[src/rtl/mips_pkg.sv]
// Shared decode constants for the MIPS control block.
// Holds the opcode/funct encodings that the decoder recognises, the encodings
// of the derived datapath selects (reg_dst, ext_op, alu_op, npc_sel) and the
// bit positions of each instruction flag inside the registered control word.
package mips_pkg;

    // Opcodes, instruction bits [31:26]
    localparam logic [5:0] OP_RTYPE = 6'b000000;
    localparam logic [5:0] OP_ORI   = 6'b001101;
    localparam logic [5:0] OP_LW    = 6'b100011;
    localparam logic [5:0] OP_SW    = 6'b101011;
    localparam logic [5:0] OP_BEQ   = 6'b000100;
    localparam logic [5:0] OP_LUI   = 6'b001111;
    localparam logic [5:0] OP_JAL   = 6'b000011;
    localparam logic [5:0] OP_J     = 6'b000010;

    // R-type funct codes, instruction bits [5:0]
    localparam logic [5:0] FN_ADDU  = 6'b100001;
    localparam logic [5:0] FN_SUBU  = 6'b100011;
    localparam logic [5:0] FN_JR    = 6'b001000;
    localparam logic [5:0] FN_NOP   = 6'b000000;

    // Destination register select
    localparam logic [1:0] RD_RT    = 2'b00;
    localparam logic [1:0] RD_RA    = 2'b01;
    localparam logic [1:0] RD_RD    = 2'b10;

    // Immediate extension
    localparam logic [1:0] EXT_ZERO = 2'b00;
    localparam logic [1:0] EXT_SIGN = 2'b01;
    localparam logic [1:0] EXT_LUI  = 2'b10;

    // ALU operation
    localparam logic [2:0] ALU_ADD  = 3'b000;
    localparam logic [2:0] ALU_SUB  = 3'b001;
    localparam logic [2:0] ALU_OR   = 3'b010;
    localparam logic [2:0] ALU_PASSB = 3'b011;

    // Next-PC select
    localparam logic [1:0] NPC_PC4  = 2'b00;
    localparam logic [1:0] NPC_BEQ  = 2'b01;
    localparam logic [1:0] NPC_JUMP = 2'b10;
    localparam logic [1:0] NPC_JR   = 2'b11;

    // Registered control word layout; bits [2:0] are always zero
    localparam int CQ_W       = 16;
    localparam int CQ_ADDU    = 3;
    localparam int CQ_SUBU    = 4;
    localparam int CQ_CMCO    = 5;
    localparam int CQ_JR      = 6;
    localparam int CQ_ORI     = 7;
    localparam int CQ_LW      = 8;
    localparam int CQ_SW      = 9;
    localparam int CQ_BEQ     = 10;
    localparam int CQ_LUI     = 11;
    localparam int CQ_JAL     = 12;
    localparam int CQ_J       = 13;
    localparam int CQ_NOP     = 14;
    localparam int CQ_ILLEGAL = 15;

endpackage

[src/rtl/mips_control_if.sv]
// Bus between the pipeline and the instruction decoder.
//   master (pipeline side): drives op, fuc, en, clear; receives decode results.
//   slave  (decoder side) : receives op, fuc, en, clear; drives the one-hot
//                           flags, illegal, the datapath selects and ctrl_q.
interface mips_control_if;
    import mips_pkg::*;

    logic [5:0]      op;
    logic [5:0]      fuc;
    logic            en;
    logic            clear;

    logic            addu, subu, cmco, jr, ori, lw, sw, beq, lui, jal, j, nop;
    logic            illegal;
    logic [1:0]      reg_dst;
    logic            reg_write;
    logic            mem_write;
    logic            mem_to_reg;
    logic            alu_src;
    logic [1:0]      ext_op;
    logic [2:0]      alu_op;
    logic [1:0]      npc_sel;
    logic [CQ_W-1:0] ctrl_q;

    modport master (
        output op, fuc, en, clear,
        input  addu, subu, cmco, jr, ori, lw, sw, beq, lui, jal, j, nop,
        input  illegal, reg_dst, reg_write, mem_write, mem_to_reg, alu_src,
        input  ext_op, alu_op, npc_sel, ctrl_q
    );

    modport slave (
        input  op, fuc, en, clear,
        output addu, subu, cmco, jr, ori, lw, sw, beq, lui, jal, j, nop,
        output illegal, reg_dst, reg_write, mem_write, mem_to_reg, alu_src,
        output ext_op, alu_op, npc_sel, ctrl_q
    );
endinterface

[src/rtl/mips_control.sv]
// Main instruction decoder for the 5-stage MIPS pipeline.
// Decodes op/fuc into one-hot instruction flags plus derived datapath
// controls, all combinational. A registered copy of the flag word (ctrl_q)
// feeds the next stage; clear inserts a bubble and wins over en.
// Ports:
//   clk   - clock, rising edge
//   reset - asynchronous, active-high; clears ctrl_q
//   bus   - mips_control_if.slave (op, fuc, en, clear in; flags, selects,
//           ctrl_q out)
module mips_control
    import mips_pkg::*;
#(
    parameter logic [5:0] CMCO_FUNCT = 6'b111111
) (
    input  logic               clk,
    input  logic               reset,
    mips_control_if.slave      bus
);

    logic            w_rtype;
    logic            w_addu, w_subu, w_cmco, w_jr, w_nop;
    logic            w_ori, w_lw, w_sw, w_beq, w_lui, w_jal, w_j;
    logic            w_illegal;
    logic [CQ_W-1:0] w_word;
    logic [CQ_W-1:0] r_ctrl_q;

    // Flag decode. Each flag is an exact match, so at most one can be high;
    // illegal covers every encoding none of them claim.
    always_comb begin
        w_rtype   = (bus.op == OP_RTYPE);
        w_addu    = w_rtype && (bus.fuc == FN_ADDU);
        w_subu    = w_rtype && (bus.fuc == FN_SUBU);
        w_jr      = w_rtype && (bus.fuc == FN_JR);
        w_cmco    = w_rtype && (bus.fuc == CMCO_FUNCT);
        w_nop     = w_rtype && (bus.fuc == FN_NOP);
        w_ori     = (bus.op == OP_ORI);
        w_lw      = (bus.op == OP_LW);
        w_sw      = (bus.op == OP_SW);
        w_beq     = (bus.op == OP_BEQ);
        w_lui     = (bus.op == OP_LUI);
        w_jal     = (bus.op == OP_JAL);
        w_j       = (bus.op == OP_J);
        w_illegal = ~|{w_addu, w_subu, w_cmco, w_jr, w_nop, w_ori,
                       w_lw, w_sw, w_beq, w_lui, w_jal, w_j};

        w_word              = '0;
        w_word[CQ_ADDU]     = w_addu;
        w_word[CQ_SUBU]     = w_subu;
        w_word[CQ_CMCO]     = w_cmco;
        w_word[CQ_JR]       = w_jr;
        w_word[CQ_ORI]      = w_ori;
        w_word[CQ_LW]       = w_lw;
        w_word[CQ_SW]       = w_sw;
        w_word[CQ_BEQ]      = w_beq;
        w_word[CQ_LUI]      = w_lui;
        w_word[CQ_JAL]      = w_jal;
        w_word[CQ_J]        = w_j;
        w_word[CQ_NOP]      = w_nop;
        w_word[CQ_ILLEGAL]  = w_illegal;
    end

    // Derived datapath controls. Everything stays zero on an illegal
    // encoding so it behaves as a bubble; ext_op defaults to the lui shift
    // for every legal instruction that does not name another extension.
    always_comb begin
        bus.reg_dst    = RD_RT;
        bus.reg_write  = 1'b0;
        bus.mem_write  = 1'b0;
        bus.mem_to_reg = 1'b0;
        bus.alu_src    = 1'b0;
        bus.ext_op     = EXT_ZERO;
        bus.alu_op     = ALU_ADD;
        bus.npc_sel    = NPC_PC4;

        if (!w_illegal) begin
            if (w_addu || w_subu || w_cmco) bus.reg_dst = RD_RD;
            else if (w_jal)                 bus.reg_dst = RD_RA;

            bus.reg_write  = w_addu | w_subu | w_cmco | w_ori | w_lw | w_lui | w_jal;
            bus.mem_write  = w_sw;
            bus.mem_to_reg = w_lw;
            bus.alu_src    = w_ori | w_lw | w_sw | w_lui;

            if (w_lw || w_sw || w_beq) bus.ext_op = EXT_SIGN;
            else if (w_ori)            bus.ext_op = EXT_ZERO;
            else                       bus.ext_op = EXT_LUI;

            if (w_subu || w_beq)      bus.alu_op = ALU_SUB;
            else if (w_ori || w_cmco) bus.alu_op = ALU_OR;
            else if (w_lui)           bus.alu_op = ALU_PASSB;

            // beq only selects the target; taken/not-taken is resolved by
            // the comparator outside this block.
            if (w_beq)            bus.npc_sel = NPC_BEQ;
            else if (w_j || w_jal) bus.npc_sel = NPC_JUMP;
            else if (w_jr)        bus.npc_sel = NPC_JR;
        end
    end

    always_ff @(posedge clk or posedge reset) begin
        if (reset)          r_ctrl_q <= '0;
        else if (bus.clear) r_ctrl_q <= '0;
        else if (bus.en)    r_ctrl_q <= w_word;
    end

    assign bus.addu    = w_addu;
    assign bus.subu    = w_subu;
    assign bus.cmco    = w_cmco;
    assign bus.jr      = w_jr;
    assign bus.ori     = w_ori;
    assign bus.lw      = w_lw;
    assign bus.sw      = w_sw;
    assign bus.beq     = w_beq;
    assign bus.lui     = w_lui;
    assign bus.jal     = w_jal;
    assign bus.j       = w_j;
    assign bus.nop     = w_nop;
    assign bus.illegal = w_illegal;
    assign bus.ctrl_q  = r_ctrl_q;

endmodule

[src/flat_wrapper.sv]
// flat-port wrapper written by rule: the top's interface ports become plain ports
module mips_control_flat import mips_pkg::*;
#(
    parameter logic [5:0] CMCO_FUNCT = 6'b111111
)
  (clk, reset, bus_op, bus_fuc, bus_en, bus_clear, bus_addu, bus_subu, bus_cmco, bus_jr, bus_ori, bus_lw, bus_sw, bus_beq, bus_lui, bus_jal, bus_j, bus_nop, bus_illegal, bus_reg_dst, bus_reg_write, bus_mem_write, bus_mem_to_reg, bus_alu_src, bus_ext_op, bus_alu_op, bus_npc_sel, bus_ctrl_q);
  mips_control_if bus_i ();
  input  logic clk;
  input  logic reset;
  input wire logic [$bits(bus_i.op)-1:0] bus_op;
  input wire logic [$bits(bus_i.fuc)-1:0] bus_fuc;
  input wire logic [$bits(bus_i.en)-1:0] bus_en;
  input wire logic [$bits(bus_i.clear)-1:0] bus_clear;
  output wire logic [$bits(bus_i.addu)-1:0] bus_addu;
  output wire logic [$bits(bus_i.subu)-1:0] bus_subu;
  output wire logic [$bits(bus_i.cmco)-1:0] bus_cmco;
  output wire logic [$bits(bus_i.jr)-1:0] bus_jr;
  output wire logic [$bits(bus_i.ori)-1:0] bus_ori;
  output wire logic [$bits(bus_i.lw)-1:0] bus_lw;
  output wire logic [$bits(bus_i.sw)-1:0] bus_sw;
  output wire logic [$bits(bus_i.beq)-1:0] bus_beq;
  output wire logic [$bits(bus_i.lui)-1:0] bus_lui;
  output wire logic [$bits(bus_i.jal)-1:0] bus_jal;
  output wire logic [$bits(bus_i.j)-1:0] bus_j;
  output wire logic [$bits(bus_i.nop)-1:0] bus_nop;
  output wire logic [$bits(bus_i.illegal)-1:0] bus_illegal;
  output wire logic [$bits(bus_i.reg_dst)-1:0] bus_reg_dst;
  output wire logic [$bits(bus_i.reg_write)-1:0] bus_reg_write;
  output wire logic [$bits(bus_i.mem_write)-1:0] bus_mem_write;
  output wire logic [$bits(bus_i.mem_to_reg)-1:0] bus_mem_to_reg;
  output wire logic [$bits(bus_i.alu_src)-1:0] bus_alu_src;
  output wire logic [$bits(bus_i.ext_op)-1:0] bus_ext_op;
  output wire logic [$bits(bus_i.alu_op)-1:0] bus_alu_op;
  output wire logic [$bits(bus_i.npc_sel)-1:0] bus_npc_sel;
  output wire logic [$bits(bus_i.ctrl_q)-1:0] bus_ctrl_q;
  assign bus_i.op = bus_op;
  assign bus_i.fuc = bus_fuc;
  assign bus_i.en = bus_en;
  assign bus_i.clear = bus_clear;
  assign bus_addu = bus_i.addu;
  assign bus_subu = bus_i.subu;
  assign bus_cmco = bus_i.cmco;
  assign bus_jr = bus_i.jr;
  assign bus_ori = bus_i.ori;
  assign bus_lw = bus_i.lw;
  assign bus_sw = bus_i.sw;
  assign bus_beq = bus_i.beq;
  assign bus_lui = bus_i.lui;
  assign bus_jal = bus_i.jal;
  assign bus_j = bus_i.j;
  assign bus_nop = bus_i.nop;
  assign bus_illegal = bus_i.illegal;
  assign bus_reg_dst = bus_i.reg_dst;
  assign bus_reg_write = bus_i.reg_write;
  assign bus_mem_write = bus_i.mem_write;
  assign bus_mem_to_reg = bus_i.mem_to_reg;
  assign bus_alu_src = bus_i.alu_src;
  assign bus_ext_op = bus_i.ext_op;
  assign bus_alu_op = bus_i.alu_op;
  assign bus_npc_sel = bus_i.npc_sel;
  assign bus_ctrl_q = bus_i.ctrl_q;
  mips_control #(.CMCO_FUNCT(CMCO_FUNCT)) u_core (.clk(clk), .reset(reset), .bus(bus_i));
endmodule
[config.mk]
export PLATFORM = sky130hd
export DESIGN_NAME = mips_control_flat
export DESIGN_NICKNAME = d
export VERILOG_FILES = /design/src/rtl/mips_pkg.sv /design/src/rtl/mips_control_if.sv /design/src/rtl/mips_control.sv /design/src/flat_wrapper.sv
export SDC_FILE = /design/constraint.sdc
export NUM_CORES = 1
export LEC_CHECK = 0
export CAP_MARGIN = 10
export CORE_MARGIN = 4
export CORE_UTILIZATION = 37
export CTS_CLUSTER_DIAMETER = 30
export DETAILED_ROUTE_END_ITERATION = 7
export GPL_TIMING_DRIVEN = 0
export PLACE_DENSITY = 0.79
export SLEW_MARGIN = 10
export SYNTH_ARGS = -nofsm -noshare
export SYNTH_HDL_FRONTEND = slang
export SYNTH_SLANG_ARGS = --single-unit
[constraint.sdc]
create_clock -name clk -period 2.2 [get_ports clk]
set_input_delay 0.33 -clock clk [delete_from_list [all_inputs] [get_ports clk]]
set_output_delay 0.33 -clock clk [all_outputs]
set_load 0.05 [all_outputs]
==> parameters.txt <==
Parameter                              Value

Layout
  Antenna diode instance count ... 0
  Fraction of final layout cells with drive strength greater than 1 ... around 38%
  Number of nets in the finished design ... between 150 and 200
  Share of the core filled with cells in the final layout ... between 60 and 70%
  Largest register FFs ... 13
  Area added between synthesis and finish ... 67.3%
  Number of fill cells in the layout ... between 200 and 250

Floorplan
  Top-level port count ... slightly below 60
  Core ar. ... between 2000 and 2500 um^2
  Row cnt ... 18
  Vert. Die Dim ... roughly 60 um
  Area of the die ... 3550 um^2
  Initial core utilization ... approximately two fifths
  Horiz. Die Dim ... 59.6 um

Route
  Detailed-router iteration count before antenna repair ... 4
  Number of design-rule violations left by the first detailed-router iteration ... 11
  Sum of routed wire length over all layers ... 3060 um
  # DRC ... 0
  Number of vias in the routed layout ... 1058
  Number of vias per cell after detailed routing ... 5.09
  Antenna viol nets, final ... 0
  DR WL/cell ... between 10 and 15 um

Yosys
  Area fraction in and, or, nand and nor cells after synthesis ... 38.9%
  Seq/Total Area, Yosys ... between 30% and 40%
  Cell type with the largest total area after synthesis ... sky130_fd_sc_hd__dfrtp_1
  Flops & latches, synth ... 13
  Share of synthesized cell area in full adder, half adder and majority cells ... 0%
  Count of unique library cells instantiated by Yosys ... 37
  Largest family of logic cells by synthesized area ... simple AND/OR/NAND/NOR gates
  Warning count from the yosys run ... 0
  Share of synthesized area spent on multiplexers ... under 10%
  Post-Syn Instances ... between 100 and 150
  Mapped Avg Cell Area ... approximately 8.3 um^2
  Post-synth design cell area ... around 980 um^2
  Xor/xnor share of the synthesized area ... 0.889%
  Share of the synthesized area in compound gates (AO/OA/AOI/OAI) ... about a tenth
  Top cell type's share of synthesized area ... roughly a third
  Area contributors post-synth ... sky130_fd_sc_hd__dfrtp_1 (33%), sky130_fd_sc_hd__mux2i_1 (7.1%), sky130_fd_sc_hd__nor2_1 (5.7%), sky130_fd_sc_hd__nor3_1 (5.1%), sky130_fd_sc_hd__nand2b_1 (3.2%)

Clocking
  Clk pin slew, worst setup/hold paths ... ~0.08 ns
  Clk Tree Root Cell ... sky130_fd_sc_hd__clkbuf_4
  Longest Clk Path Bufs ... 2
  Clock tree from TritonCTS ... yes
  Sink Count ... 13
  Number of H-tree levels ... 1
  Clock latency of the later-clocked register in the worst-skew pair ... around 0.28 ns
  Number of buffers inserted during clock tree synthesis ... 3

Worst hold path
  Worst hold path class ... primary input to asynchronous set/reset pin

Power and ir drop
  Static leakage ... just under 0.8 nW
  Combinational fraction of design power ... slightly above 30%
  Power density over the cells ... around 340 nW/um^2
  Internal ... around 370 uW
  Max IR drop VDD ... around 380 uV
  Sw frac ... approximately 34%
  Relative contribution of the clock network to total power ... a little over a quarter
  Switching power total ... about 190 uW
  Relative contribution of sequential cells to total power ... 42.8%

Outcome
  Outcome ... finished clean

Global routing
  Pin count of the biggest net entering global routing ... 14
  Global-route total usage across every layer ... between 10% and 20%
  Via count of the first global-routing pass ... around 1.1k
  Wire length of the first global-routing pass ... about 5100 um
  Met3 layer usage reported by global route ... under 10%
  Total global routing overflow ... 0
  Met1 Usage GRT ... 24.1%
  Grt met2 use ... about a third
  Antenna violations before repair ... 0
  Most heavily used metal layer in global routing ... met2

STA
  Final setup viols ... 0
  Final critical-path share of the clock period ... a little over nine tenths
  Total count of max-transition violations in the final report ... 0
  Worst rel slew slack ... roughly two thirds
  Worst hold slack after final layout ... 0.383 ns
  Final Hold Viols ... 0
  Peak Freq ... around 0.46 GHz
  Unrepaired setup endpoints after global routing ... yes
  Min Clock Period, post-route ... approximately 2.2 ns
  Clock tree skew after final layout ... 0 ns
  Transition time of the tightest slew-check pin ... around 0.53 ns

Critical path
  Data required time of the worst path ... 1.87 ns
  Max Fanout on Critical Path ... 6
  Reg2Reg Launch Point ... u_core.bus.ctrl_q[12]
  CP Capture Type ... primary output
  Crit path DAT ... approximately 1.8 ns
  Worst setup path start ... bus_op[0]
  Worst Setup Start Kind ... primary input
  Crit path kind ... primary input to primary output

Job
  MaxCap Viol Count ... 0

Placement
  Total half-perimeter wirelength after legalization and detailed placement ... 2460 um
  Count of buffers from port buffering ... between 40 and 50
  Routability congestion estimate ... approximately 0.83
cell usage after synthesis:
| library cell | instances |
|---|---|
| sky130_fd_sc_hd__nor2_1 | 15 |
| sky130_fd_sc_hd__dfrtp_1 | 13 |
| sky130_fd_sc_hd__nor3_1 | 10 |
| sky130_fd_sc_hd__mux2i_1 | 7 |
| sky130_fd_sc_hd__nand2_1 | 7 |
| sky130_fd_sc_hd__a21oi_1 | 6 |
| sky130_fd_sc_hd__nand2b_1 | 5 |
| sky130_fd_sc_hd__or3_1 | 5 |
| sky130_fd_sc_hd__buf_4 | 4 |
| sky130_fd_sc_hd__inv_1 | 4 |
| sky130_fd_sc_hd__nand3_1 | 4 |
| sky130_fd_sc_hd__or2_2 | 4 |
| sky130_fd_sc_hd__and2_1 | 3 |
| sky130_fd_sc_hd__buf_2 | 3 |
| sky130_fd_sc_hd__o21ai_0 | 3 |
| sky130_fd_sc_hd__buf_6 | 2 |
| sky130_fd_sc_hd__clkbuf_1 | 2 |
| sky130_fd_sc_hd__nand4_1 | 2 |
| sky130_fd_sc_hd__nor4_1 | 2 |
| sky130_fd_sc_hd__a31oi_1 | 1 |
| sky130_fd_sc_hd__and3_1 | 1 |
| sky130_fd_sc_hd__clkbuf_4 | 1 |
| sky130_fd_sc_hd__conb_1 | 1 |
| sky130_fd_sc_hd__inv_2 | 1 |
| sky130_fd_sc_hd__nand3_2 | 1 |
| sky130_fd_sc_hd__nand4b_1 | 1 |
| sky130_fd_sc_hd__nor2_4 | 1 |
| sky130_fd_sc_hd__nor4_2 | 1 |
| sky130_fd_sc_hd__nor4_4 | 1 |
| sky130_fd_sc_hd__nor4b_1 | 1 |
| sky130_fd_sc_hd__o21a_1 | 1 |
| sky130_fd_sc_hd__o32ai_1 | 1 |
| sky130_fd_sc_hd__o41ai_1 | 1 |
| sky130_fd_sc_hd__o41ai_2 | 1 |
| sky130_fd_sc_hd__or3_4 | 1 |
| sky130_fd_sc_hd__or3b_2 | 1 |
| sky130_fd_sc_hd__xor2_1 | 1 |
metrics by stage:
step	TNS (ns)	std cells	setup slack [ns]	power (mW)	cell area, um^2
after CTS	-0.0179	206	-0.0140	0.561	1610
after global routing	-0.00575	208	-0.00575	0.591	1650
after floorplan	-0.522	122	-0.347	0.359	1060
after global placement	-17.06	201	-0.956	0.414	1590
after detailed placement	-17.44	201	-0.948	0.416	1590
final	0	208	0.0421	0.565	1650
critical path, cell delays in order:
cell and delay [ns]:
sky130_fd_sc_hd__clkdlybuf4s15_2 0.24, sky130_fd_sc_hd__or3_4 0.34, sky130_fd_sc_hd__buf_6 0.15, sky130_fd_sc_hd__or3_4 0.40, sky130_fd_sc_hd__inv_4 0.07, sky130_fd_sc_hd__or3_1 0.13, sky130_fd_sc_hd__buf_6 0.16
kinds of logic (layout without fill, tap and decap cells):
logic type / after synthesis / in the layout
mux: 7 / 7
flops: 13 / 13
buf+inv: 17 / 73
other cells: 1 / 4
xor+xnor: 1 / 1
simple gates: 66 / 66
compound gates: 14 / 14
final timing paths:
path	slack, ns	end	cells past startpoint
worst max-delay path	0.04	bus_alu_op[0]	7
worst min-delay path	0.38	u_core.bus.ctrl_q[5]	2
worst max register to register	1.49	u_core.bus.ctrl_q[12]	2
worst min register to register	0.49	u_core.bus.ctrl_q[4]	2
max in group asynchronous	1.48	u_core.bus.ctrl_q[10]	2
min in group clk	0.39	u_core.bus.ctrl_q[9]	3
repair_timing:
item	in CTS	in global routing
hold buffers	0	0
endpoints found under the setup margin	25	19
gates resized for setup	118	14
cloned	0	0
pin swaps	3	4
setup buffers	1	2
cell type report:
| class | count | area (um^2) | area share [%] |
|---|---|---|---|
| Timing Repair Buffer | 52 | 469 | 28.5 |
| Buffer | 12 | 82.6 | 5.01 |
| Sequential cell | 13 | 325 | 19.7 |
| Tap cell | 30 | 37.5 | 2.28 |
| Clock buffer | 4 | 26.3 | 1.59 |
| Multi-Input combinational cell | 92 | 686 | 41.6 |
| Inverter | 5 | 21.3 | 1.29 |
cell usage in the layout, fill, tap and decap left out, types with 4 or more instances in the layout:
master,count
sky130_fd_sc_hd__a21oi_1,5
sky130_fd_sc_hd__nor2_1,14
sky130_fd_sc_hd__buf_2,10
sky130_fd_sc_hd__clkbuf_4,6
sky130_fd_sc_hd__buf_6,6
sky130_fd_sc_hd__buf_4,9
sky130_fd_sc_hd__clkdlybuf4s50_1,17
sky130_fd_sc_hd__dfrtp_1,13
sky130_fd_sc_hd__inv_1,4
sky130_fd_sc_hd__clkdlybuf4s15_2,5
sky130_fd_sc_hd__nand2b_1,5
sky130_fd_sc_hd__mux2i_1,7
sky130_fd_sc_hd__dlygate4sd2_1,6
sky130_fd_sc_hd__nand2_1,7
sky130_fd_sc_hd__nor3_2,4
sky130_fd_sc_hd__or3_4,5
sky130_fd_sc_hd__conb_1,4
power by group through the flow:
stage | Sequential (mW) | Clock (mW) | Combinational, mW
CTS | 0.242 | 0.149 | 0.170
detailed placement | 0.247 | 0 | 0.169
floorplan | 0.254 | 0 | 0.105
finish | 0.242 | 0.150 | 0.173
global route | 0.242 | 0.164 | 0.185
global placement | 0.247 | 0 | 0.167
per-layer routing:
layer / wire length, um / vias up / part of all wire (%)
li1: - / 524 / -
met1: 1290 / 497 / 42
met2: 1530 / 35 / 50
met3: 227 / 2 / 7.4
met4: 8 / 0 / 0.26
met5: 0 / - / 0
Power figures use the tool's default switching activity.
